<file path="config.mk">
export PLATFORM = sky130hd
export DESIGN_NAME = puf_tmv_ctrl
export DESIGN_NICKNAME = d
export VERILOG_FILES = /design/src/rtl/puf_tmv_ctrl.sv
export SDC_FILE = /design/constraint.sdc
export NUM_CORES = 1
export LEC_CHECK = 0
export ABC_AREA = 1
export CAP_MARGIN = 20
export CORE_ASPECT_RATIO = 1.2
export CORE_MARGIN = 3
export CORE_UTILIZATION = 50
export CTS_CLUSTER_SIZE = 12
export DETAILED_ROUTE_END_ITERATION = 7
export PLACE_DENSITY_LB_ADDON = 0.1
export SLEW_MARGIN = 20
export SYNTH_ARGS = -nofsm -noshare
export SYNTH_HDL_FRONTEND = slang
export SYNTH_SLANG_ARGS = --single-unit
export TNS_END_PERCENT = 30
</file>
<file path="constraint.sdc">
create_clock -name clk -period 2.9 [get_ports clk]
set_clock_uncertainty 0.2 [all_clocks]
set_input_delay 0.29 -clock clk [delete_from_list [all_inputs] [get_ports clk]]
set_output_delay 0.29 -clock clk [all_outputs]
set_load 0.05 [all_outputs]
</file>
<file path="src/rtl/puf_tmv_ctrl.sv">
// rtl/puf_tmv_ctrl.sv - majority-vote controller for a PUF core
// Optional per-bit instability mask port "unstable" is built when PUF_TMV_INSTAB_EN is defined.
module puf_tmv_ctrl #(
  parameter int ADDR_W = 4,
  parameter int RESP_W = 8,
  parameter int VOTES  = 7,
  parameter int TMO    = 16
) (
  input  logic              clk,
  input  logic              reset,
  input  logic              START,
  input  logic [ADDR_W-1:0] addr,
  output logic              busy,
  output logic              done,
  output logic              err,
  output logic [RESP_W-1:0] OUT,
  output logic              core_req,
  output logic [ADDR_W-1:0] core_addr,
  input  logic              core_valid,
  input  logic [RESP_W-1:0] core_bits
`ifdef PUF_TMV_INSTAB_EN
  ,
  output logic [RESP_W-1:0] unstable
`endif
);

  localparam int            CW       = $clog2(VOTES + 1);
  localparam logic [CW-1:0] VOTES_C  = CW'(VOTES);
  localparam logic [CW-1:0] HALF_C   = CW'(VOTES / 2);
  localparam logic [7:0]    TMO_LAST = 8'(TMO - 1);

  typedef enum logic [1:0] {
    S_IDLE = 2'd0,
    S_REQ  = 2'd1,
    S_WAIT = 2'd2,
    S_FIN  = 2'd3
  } state_t;

  state_t                   state_q, state_d;
  logic                     busy_q, busy_d;
  logic                     done_q, done_d;
  logic                     err_q, err_d;
  logic [RESP_W-1:0]        out_q, out_d;
  logic                     core_req_q, core_req_d;
  logic [ADDR_W-1:0]        core_addr_q, core_addr_d;
  logic [RESP_W-1:0][CW-1:0] cnt_q, cnt_d;
  logic [CW-1:0]            sample_q, sample_d;
  logic [7:0]               wait_q, wait_d;
  logic [CW-1:0]            sample_inc;
`ifdef PUF_TMV_INSTAB_EN
  logic [RESP_W-1:0]        unstable_q, unstable_d;
`endif

  assign sample_inc = sample_q + CW'(1);

  always_comb begin
    state_d     = state_q;
    busy_d      = busy_q;
    done_d      = 1'b0;
    err_d       = err_q;
    out_d       = out_q;
    core_req_d  = 1'b0;
    core_addr_d = core_addr_q;
    cnt_d       = cnt_q;
    sample_d    = sample_q;
    wait_d      = wait_q;
`ifdef PUF_TMV_INSTAB_EN
    unstable_d  = unstable_q;
`endif

    case (state_q)
      S_IDLE: begin
        // A START coinciding with the completion pulse belongs to the old run
        if (START && !done_q) begin
          core_addr_d = addr;
          cnt_d       = '0;
          sample_d    = '0;
          err_d       = 1'b0;
          busy_d      = 1'b1;
          core_req_d  = 1'b1;
          state_d     = S_REQ;
        end
      end

      S_REQ: begin
        wait_d  = '0;
        state_d = S_WAIT;
      end

      S_WAIT: begin
        if (core_valid) begin
          for (int i = 0; i < RESP_W; i++) begin
            cnt_d[i] = cnt_q[i] + CW'(core_bits[i]);
          end
          sample_d = sample_inc;
          if (sample_inc == VOTES_C) begin
            state_d = S_FIN;
          end else begin
            core_req_d = 1'b1;
            state_d    = S_REQ;
          end
        end else if (wait_q == TMO_LAST) begin
          err_d   = 1'b1;
          done_d  = 1'b1;
          busy_d  = 1'b0;
          state_d = S_IDLE;
        end else begin
          wait_d = wait_q + 8'd1;
        end
      end

      S_FIN: begin
        for (int i = 0; i < RESP_W; i++) begin
          out_d[i] = (cnt_q[i] > HALF_C);
`ifdef PUF_TMV_INSTAB_EN
          unstable_d[i] = (cnt_q[i] != '0) && (cnt_q[i] != VOTES_C);
`endif
        end
        done_d  = 1'b1;
        busy_d  = 1'b0;
        state_d = S_IDLE;
      end

      default: begin
        state_d = S_IDLE;
      end
    endcase
  end

  always_ff @(posedge clk) begin
    if (reset) begin
      state_q     <= S_IDLE;
      busy_q      <= 1'b0;
      done_q      <= 1'b0;
      err_q       <= 1'b0;
      out_q       <= '0;
      core_req_q  <= 1'b0;
      core_addr_q <= '0;
      cnt_q       <= '0;
      sample_q    <= '0;
      wait_q      <= '0;
`ifdef PUF_TMV_INSTAB_EN
      unstable_q  <= '0;
`endif
    end else begin
      state_q     <= state_d;
      busy_q      <= busy_d;
      done_q      <= done_d;
      err_q       <= err_d;
      out_q       <= out_d;
      core_req_q  <= core_req_d;
      core_addr_q <= core_addr_d;
      cnt_q       <= cnt_d;
      sample_q    <= sample_d;
      wait_q      <= wait_d;
`ifdef PUF_TMV_INSTAB_EN
      unstable_q  <= unstable_d;
`endif
    end
  end

  assign busy      = busy_q;
  assign done      = done_q;
  assign err       = err_q;
  assign OUT       = out_q;
  assign core_req  = core_req_q;
  assign core_addr = core_addr_q;
`ifdef PUF_TMV_INSTAB_EN
  assign unstable  = unstable_q;
`endif

endmodule

</file>
==> key figures, run 1 <==
Clocking
  • Register clock-pin slew on the reported worst setup and hold paths: 100 ps
  • H-tree levels: 2
  • CTS tree: done
  • Hold buffers post-CTS: 0
  • Maximum root-to-sink buffer count: 2
  • # clock sinks: 53
  • Clock root cell: clkbuf_8
  • # resized after CTS: 0
  • Num CTS Buffers: 5
  • Setup repair bufs after CTS: 0
  • Clk_lat worst skew: 300 ps

Critical path
  • Startpoint Class: flip-flop
  • CP max FO: 36
  • Critical Path RT: 2950 ps
  • Crit end category: flip-flop
  • Crit path largest cell delay: 390 ps
  • Setup CP Type: reg2reg
  • Top cell by count, worst path: nand2_4
  • CP cell instances: inv_2 > nor2_8 > nand2_4 > nand2_4 > inv_4 > nor2_1 > o21a_1
  • Crit path DAT: 2070 ps
  • Worst-path cell with the longest stage delay: dfxtp_1

Route
  • WL per Instance: 12.0 um
  • Final wirelength: 4.86 mm
  • DRT Pass-1 Iters: 4
  • Via Count: 2060
  • DRC Markers: 0
  • Final ANT Viol Nets: 0
  • Number of vias per cell: 5.07
  • Starting DRT DRC Count: 108

Die
  • Die Wd: 70.3 um
  • Initial Util: 0.528
  • Core Area: 0.00470 mm^2
  • Row cnt: 27
  • Die Footprint: 0.00585 mm^2
  • I/O pins: 32
  • Die H: 83.2 um

Placement
  • Placement Setup Slack: 829 ps
  • Hpwl dp: 3.37 mm
  • Placed cell areas: 0.00281 mm^2
  • Port Buffer Count: 31
  • Placed cells: 398
  • Final estimated routing congestion in global placement: 0.812

Run
  • Number of max-cap violations: 0

Synth
  • Ys flop type: dfxtp_1
  • Mean Syn Cell Area: 7.80 um^2
  • Syn Inst Count: 318
  • Synth warn: 0
  • Syn nets: 353
  • Leading area contributor after synthesis: dfxtp_1
  • Share of async-settable or async-resettable flops after synthesis: 0
  • Top cells by area, synth: dfxtp_1, ha_1, nor2_1
  • Synthesized area: 0.00248 mm^2
  • Post-synth top area share: 0.428
  • Top-count cell post-synth: nor2_1
  • #FFs+latches synth: 53
  • EDFF count, synth: 0
  • Most instantiated cells after synthesis: nor2_1, dfxtp_1, nand2_1
  • Yosys cell types: 29
  • Sequential element share of the synthesized area: 0.428

Global routing
  • Largest net degree at the start of global routing: 37
  • Initial antenna violation count: 0
  • Grt ovf: 0
  • Vias in the first global route: 1876
  • Tot GR Track Use: 0.173
  • First-pass GRT wire length: 8.31 mm

Pwr
  • P per Cell Area: 534 mW/mm^2
  • Leak Pwr: 1.25 nW
  • Overall Power: 1.56 mW
  • Maximum vdd drop: 0.343 mV

Layout
  • FF/Latch Area: 0.00106 mm^2
  • ANT cells: 0
  • Area delta synth->final: 17.9%
  • Final non-filler cell total: 406
  • Layout Utilization: 0.623
  • Design area: 0.00292 mm^2
  • Footprint of the multi-input gates: 0.00125 mm^2
  • Fillcell total: 436
  • Nets: 382
  • Layout cell share with drive strength beyond 1: 0.0632

Timing
  • Unrepaired setup endpoints after global routing: false
  • Fin crit period: 2020 ps
  • Fmax: 494 MHz
  • Max-slew violation count: 0
  • Crit share post-route: 0.697
  • Hold slack final: 266 ps
  • Setup TNS: 0 ps
  • Slew of the pin with the lowest slew margin: 517 ps
  • Endpoints failing setup: 0
  • Count of final hold-check violations: 0
  • Setup ws final: 878 ps
  • Slew headroom: 0.655

Run status
  • Status: finished, final reports clean

Min path
  • Worst min path class: reg2reg
==> cell type report <==
cell class / count / area share
inverters: 26 / 0.0342
multi-input cells: 228 / 0.429
repair buffers: 33 / 0.111
well taps: 58 / 0.0248
flip-flops and latches: 53 / 0.363
clock buffers: 6 / 0.0248
clock inverters: 2 / 0.0133
==> critical path, delay by kind of cell (launching register included) <==
kind / cells / cell delay (ps)
AND/OR/NAND/NOR: 4 / 990
flip-flops: 1 / 390
buffers and inverters: 2 / 250
AO/OA/AOI/OAI: 1 / 130
==> final timing paths <==
path                            from                     to  slack, ps  cells after the start
max          state_q[1]$_SDFFE_PP0P_    core_req$_SDFF_PP0_        880                      7
min            cnt_q[5]$_SDFFE_PP0P_  cnt_q[5]$_SDFFE_PP0P_        270                      2
max reg2reg  state_q[1]$_SDFFE_PP0P_    core_req$_SDFF_PP0_        880                      7
min reg2reg    cnt_q[5]$_SDFFE_PP0P_  cnt_q[5]$_SDFFE_PP0P_        270                      2
==> registers in the layout, indices dropped and copies added (netlist names), 2 cells and up <==
name,count
wait_q,8
cnt_q,24
state_q,2
sample_q,3
OUT,8
core_addr,4
==> cells by family (layout without fill, tap and decap cells) <==
logic type / after synthesis / in the layout / synth area share
simple gates: 133 / 133 / 0.252
compound gates: 75 / 75 / 0.154
flops: 53 / 53 / 0.428
buf+inv: 37 / 67 / 0.0671
fa+ha+maj: 19 / 19 / 0.0958
xor+xnor: 1 / 1 / 0.00353
==> placed cells by master, fill, tap and decap left out, types with 2 or more instances in the layout <==
cell / synthesis / layout
nand3_1: 9 / 9
nand2_1: 39 / 39
o21ai_1: 3 / 3
clkdlybuf4s50_1: 0 / 31
dfxtp_1: 53 / 53
buf_4: 0 / 2
inv_2: 2 / 2
clkbuf_8: 0 / 5
nand2_4: 3 / 3
and3_1: 6 / 6
nand3b_1: 2 / 2
a21oi_1: 35 / 35
inv_1: 22 / 22
ha_1: 19 / 19
nand4_1: 4 / 4
nand2_2: 2 / 2
o21ai_0: 34 / 34
o21a_1: 2 / 2
nor3_1: 5 / 5
nor2_1: 58 / 58
==> layer usage <==
| layer | GRT usage | vias to the layer above | part of all wire |
|---|---|---|---|
| met3 | 0.0436 | 6 | 0.035 |
| met5 | 0 | - | 0 |
| met1 | 0.209 | 920 | 0.46 |
| met2 | 0.296 | 27 | 0.49 |
| li1 | - | 1107 | - |
| met4 | 0.0557 | 0 | 0.012 |
==> power by group <==
group / total, mW / internal, mW / switching [mW]
clock: 0.494 / 0.259 / 0.235
combinational: 0.271 / 0.101 / 0.170
sequential: 0.796 / 0.771 / 0.0257
total: 1.56 / 1.13 / 0.431
Power figures use the tool's default switching activity.
==> run 2, diff against run 1 <==
CORE_UTILIZATION = 49   (was 50)
clock period = 1.8 ns   (was 2.9 ns; I/O delays follow)
==> run 2 against run 1 <==
Clock-buffer cell count increased by 1. Final cell count rose by 2.2%. Die area grew 1.9%. Hold slack worse by 1.5 ps. Largest cell class unchanged. Largest power group unchanged.
==> key figures, run 2 (synthesized netlist as in run 1, its figures left out) <==
Run status
  • Status: finished, final reports clean

Critical path
  • Reg2Reg Launch Point: wait_q[0]$_SDFFE_PP0P_
  • CP endpoint: wait_q[0]$_SDFFE_PP0P_
  • CP max FO: 7
  • CP Launch Point: wait_q[0]$_SDFFE_PP0P_
  • Setup CP Type: reg2reg
  • Top cell by count, worst path: nand2_1
  • Family with the most delay on the worst path: simple AND/OR/NAND/NOR gates
  • Crit path depth: 8
  • Startpoint Class: flip-flop
  • Critical Path RT: 1810 ps
  • CP cell instances: ha_1 > nand2_1 > nor2_2 > nand4_2 > nand3_4 > nand2_1 > nand2_1 > nor2_1
  • FF-to-FF End: wait_q[0]$_SDFFE_PP0P_
  • Crit path DAT: 1640 ps
  • Crit end category: flip-flop
  • R2R Setup Slk: 160 ps
  • FF-to-FF path depth: 8
  • Buf+Inv Stages, Crit Path: 0
  • Crit path largest cell delay: 360 ps
  • Worst-path cell with the longest stage delay: dfxtp_1

Pwr
  • Switch Pwr: 709 uW
  • P per Cell Area: 841 mW/mm^2
  • Part of the power in registers: 0.517
  • Maximum vdd drop: 0.618 mV
  • Pint: 1.77 mW
  • Leak Pwr: 1.33 nW
  • Combinational share of power: 0.184
  • Switching Fraction: 0.286
  • Clock power share: 0.300

Timing
  • Setup TNS: 0 ps
  • Unrepaired setup endpoints after global routing: false
  • Fmax: 612 MHz
  • Setup ws final: 165 ps
  • Crit share post-route: 0.908
  • Slew headroom: 0.782
  • Hold slack final: 264 ps
  • Max-slew violation count: 0
  • Fin crit period: 1640 ps
  • Endpoints failing setup: 0
  • Count of final hold-check violations: 0
  • Slew of the pin with the lowest slew margin: 327 ps

Die
  • I/O pins: 32
  • Die Footprint: 0.00596 mm^2
  • Initial Util: 0.525
  • Die Wd: 71.0 um
  • Die H: 84.0 um
  • Row cnt: 27
  • Core Area: 0.00473 mm^2

Global routing
  • Grt ovf: 0
  • First-pass GRT wire length: 8.56 mm
  • Vias in the first global route: 1914
  • Largest net degree at the start of global routing: 23
  • Initial antenna violation count: 0
  • Tot GR Track Use: 0.172

Placement
  • Placement Setup Slack: 32.3 ps
  • Hpwl dp: 3.65 mm
  • Port Buffer Count: 31
  • Final estimated routing congestion in global placement: 0.804
  • Placed cell areas: 0.00284 mm^2

Layout
  • Largest Register: cnt_q
  • Max FFs per register: 24
  • Area delta synth->final: 19.0%
  • Commonest cells after routing, fill and taps aside: nor2_1, dfxtp_1, nand2_1
  • Fillcell total: 460
  • Design area: 0.00295 mm^2
  • Layout cell share with drive strength beyond 1: 0.140
  • Nets: 391
  • Commonest non-fill, non-tap cell in the layout: nor2_1
  • ANT cells: 0
  • Layout Utilization: 0.624

Clocking
  • CTS tree: done
  • # clock sinks: 53
  • Maximum root-to-sink buffer count: 2
  • Hold buffers post-CTS: 0
  • Register clock-pin slew on the reported worst setup and hold paths: 90 ps
  • Clock root cell: clkbuf_8
  • Num CTS Buffers: 5
  • Clk_lat worst skew: 310 ps
  • H-tree levels: 2

Route
  • Final ANT Viol Nets: 0
  • DRC Markers: 0
  • DRT Pass-1 Iters: 4
  • Final wirelength: 4.90 mm
  • Via Count: 2084
  • WL per Instance: 11.8 um
  • Starting DRT DRC Count: 142
  • Number of vias per cell: 5.02

Run
  • Number of max-cap violations: 0

Min path
  • Worst min path class: reg2reg
==> run 2: worst min-delay path by stage <==
stage	startpoint	end	slack [ps]	cells past startpoint
floorplan	addr[0]	core_addr[0]$_SDFFE_PP0P_	140	2
global placement	cnt_q[5]$_SDFFE_PP0P_	cnt_q[5]$_SDFFE_PP0P_	240	2
detailed placement	cnt_q[5]$_SDFFE_PP0P_	cnt_q[5]$_SDFFE_PP0P_	250	2
CTS	cnt_q[5]$_SDFFE_PP0P_	cnt_q[5]$_SDFFE_PP0P_	270	2
global route	busy$_SDFFE_PP0P_	busy$_SDFFE_PP0P_	300	2
finish	cnt_q[5]$_SDFFE_PP0P_	cnt_q[5]$_SDFFE_PP0P_	260	2
==> run 2: layout make-up <==
class                           instances  area [um^2]  share of cell area
Timing Repair Buffer                   42          353               0.120
Tap cell                               58         72.6              0.0246
Sequential cell                        53         1060               0.359
Clock inverter                          1         8.76             0.00297
Clock buffer                            7         96.3              0.0326
Multi-Input combinational cell        228         1260               0.427
Inverter                               26          100              0.0339
==> run 2: per-stage QoR <==
step / cells / total power [mW]
CTS: 415 / 2.53
global placement: 407 / 1.76
finish: 415 / 2.48
floorplan: 318 / 1.63
detailed placement: 407 / 1.77
global route: 415 / 2.63
==> run 2: tightest hold or removal path, delay by kind of cell (launching register included) <==
kind | cells | cell delay [ps]
AO/OA/AOI/OAI | 1 | 50
AND/OR/NAND/NOR | 1 | 60
flip-flops | 1 | 320
==> run 2: power groups by stage <==
stage	combinational [mW]	clock [mW]	sequential, mW
after floorplan	0.268	0	1.36
after global placement	0.449	0	1.31
after detailed placement	0.460	0	1.31
after CTS	0.461	0.781	1.28
after global routing	0.520	0.818	1.29
final	0.456	0.743	1.28
==> run 2: what timing repair did <==
item / 4_1_cts / 5_1_grt
setup buffers: 0 / 0
endpoints found under the setup margin: 0 / 7
gates resized for setup: 0 / 2
==> run 2: per-layer routing <==
metal / part of all wire / vias to the layer above / global-route usage
li1: - / 1122 / -
met1: 0.49 / 933 / 0.230
met2: 0.47 / 23 / 0.285
met3: 0.030 / 6 / 0.0325
met4: 0.010 / 0 / 0.0410
met5: 0 / - / 0
==> run 3, diff against run 2 <==
GPL_TIMING_DRIVEN = 0   (was unset)
==> run 3 against run 2 <==
Routed wire length rose by 1.5%. Critical path type unchanged. Sequential cell count did not move. Highest routed layer unchanged. Core utilization fell by 0.24 points. Largest power group unchanged.
==> key figures, run 3 (synthesized netlist as in run 1, its figures left out) <==
Route
  • WL met3: 176 um
  • Via Count: 2137
  • M1 wire length: 2.40 mm
  • DRT Pass-1 Iters: 4
  • WL per Instance: 12.0 um
  • Met2 wire len: 2.33 mm
  • Final wirelength: 4.97 mm
  • Number of vias per cell: 5.16
  • Final ANT Viol Nets: 0
  • Starting DRT DRC Count: 125
  • Top Layer Used: met4
  • DRC Markers: 0

Global routing
  • Tot GR Track Use: 0.181
  • First-pass GRT wire length: 8.91 mm
  • Vias in the first global route: 2053
  • Largest net degree at the start of global routing: 16
  • Grt ovf: 0
  • Initial antenna violation count: 0

Die
  • Die Wd: 71.0 um
  • Die Footprint: 0.00596 mm^2
  • Initial Util: 0.525
  • Core Area: 0.00473 mm^2
  • Row cnt: 27
  • Die H: 84.0 um
  • I/O pins: 32

Pwr
  • Pint: 1.71 mW
  • Part of the power in registers: 0.530
  • Maximum vdd drop: 0.517 mV
  • Switching Fraction: 0.291
  • Overall Power: 2.41 mW
  • Combinational share of power: 0.188
  • Leak Pwr: 1.33 nW
  • Clock power share: 0.282
  • P per Cell Area: 821 mW/mm^2
  • Switch Pwr: 703 uW

Clocking
  • Num CTS Buffers: 5
  • CTS tree: done
  • Register clock-pin slew on the reported worst setup and hold paths: 90 ps
  • Clk_lat worst skew: 310 ps
  • Maximum root-to-sink buffer count: 2
  • # clock sinks: 53
  • Clock root cell: clkbuf_8
  • Hold buffers post-CTS: 0
  • H-tree levels: 2

Timing
  • Slew headroom: 0.667
  • Fmax: 610 MHz
  • Endpoints failing setup: 0
  • Max-slew violation count: 0
  • Unrepaired setup endpoints after global routing: false
  • Count of final hold-check violations: 0
  • Fin crit period: 1640 ps
  • Setup ws final: 160 ps
  • Slew of the pin with the lowest slew margin: 499 ps
  • Crit share post-route: 0.911

Placement
  • Final estimated routing congestion in global placement: 0.748
  • Placed cells: 407
  • Placed cell areas: 0.00286 mm^2
  • Hpwl dp: 3.64 mm
  • Placement Setup Slack: -41.8 ps
  • Port Buffer Count: 31

Layout
  • Area delta synth->final: 18.5%
  • Design area: 0.00294 mm^2
  • Commonest cells after routing, fill and taps aside: nor2_1, dfxtp_1, nand2_1
  • Max FFs per register: 24
  • Commonest non-fill, non-tap cell in the layout: nor2_1
  • Nets: 391
  • Final non-filler cell total: 414
  • ANT cells: 0
  • Layout cell share with drive strength beyond 1: 0.0758
  • Largest Register: cnt_q

Critical path
  • FF-to-FF path depth: 5
  • R2R Setup Slk: 160 ps
  • Crit end category: flip-flop
  • Critical Path RT: 1840 ps
  • Reg2Reg Launch Point: state_q[1]$_SDFFE_PP0P_
  • Crit path DAT: 1680 ps
  • CP cell instances: inv_2 > nor2_8 > clkbuf_1 > nand3_1 > a21oi_1
  • Startpoint Class: flip-flop
  • Worst-path cell with the longest stage delay: clkbuf_1
  • CP max FO: 10
  • Setup CP Type: reg2reg
  • FF-to-FF End: err$_SDFFE_PP0P_
  • Crit path largest cell delay: 420 ps

Min path
  • Worst Hold Launch: cnt_q[5]$_SDFFE_PP0P_
  • End of the worst hold path: cnt_q[5]$_SDFFE_PP0P_
  • WHS Path Cells: 2
  • Worst min path class: reg2reg

Run status
  • Status: finished, final reports clean

Run
  • Number of max-cap violations: 0
## run 3: worst max-delay path by stage
stage                                  from  slack (ps)                endpoint
floorplan                   done$_SDFF_PP0_         160  cnt_q[12]$_SDFFE_PP0P_
global placement                      START         -30   cnt_q[5]$_SDFFE_PP0P_
detailed placement                    START         -40   cnt_q[5]$_SDFFE_PP0P_
CTS                  wait_q[1]$_SDFFE_PP0P_         140  wait_q[0]$_SDFFE_PP0P_
global route        state_q[1]$_SDFFE_PP0P_         0.6        err$_SDFFE_PP0P_
finish              state_q[1]$_SDFFE_PP0P_         160        err$_SDFFE_PP0P_
## run 3: area by class of cell
type,instances,area (um^2)
Fill cell,430,1790
Sequential cell,53,1060
Tap cell,58,72.6
Clock inverter,1,7.51
Timing Repair Buffer,31,290
Multi-Input combinational cell,228,1260
Buffer,11,66.3
Clock buffer,6,82.6
Inverter,26,100
## run 3: critical path: cells and delay by family, from the launching register on
kind	cells	cell delay, ps
AO/OA/AOI/OAI	1	160
buffers and inverters	2	510
flip-flops	1	390
AND/OR/NAND/NOR	2	320
## run 3: power by group through the flow
stage,Clock (mW),Combinational [mW],Sequential (mW)
floorplan,0,0.268,1.36
global placement,0,0.456,1.31
detailed placement,0,0.468,1.31
CTS,0.708,0.458,1.28
global route,0.741,0.520,1.29
finish,0.681,0.454,1.28
## run 3: stage by stage
step                      TNS, ps  hold WS [ps]  utilization
after floorplan                 0           144            -
after global placement       -130           249        0.606
after detailed placement     -227           255        0.606
after CTS                       0           269        0.620
after global routing            0           290        0.622
final                           0           267        0.622
## run 3: repair_timing
action                                  4_1_cts  5_1_grt
setup buffers                                 0        0
gates resized for setup                      16        2
endpoints found under the setup margin       16        5
## run 3: layer usage
metal,vias up,global-route usage
li1,1131,-
met1,969,0.223
met2,30,0.307
met3,7,0.0398
met4,0,0.0615
met5,-,0
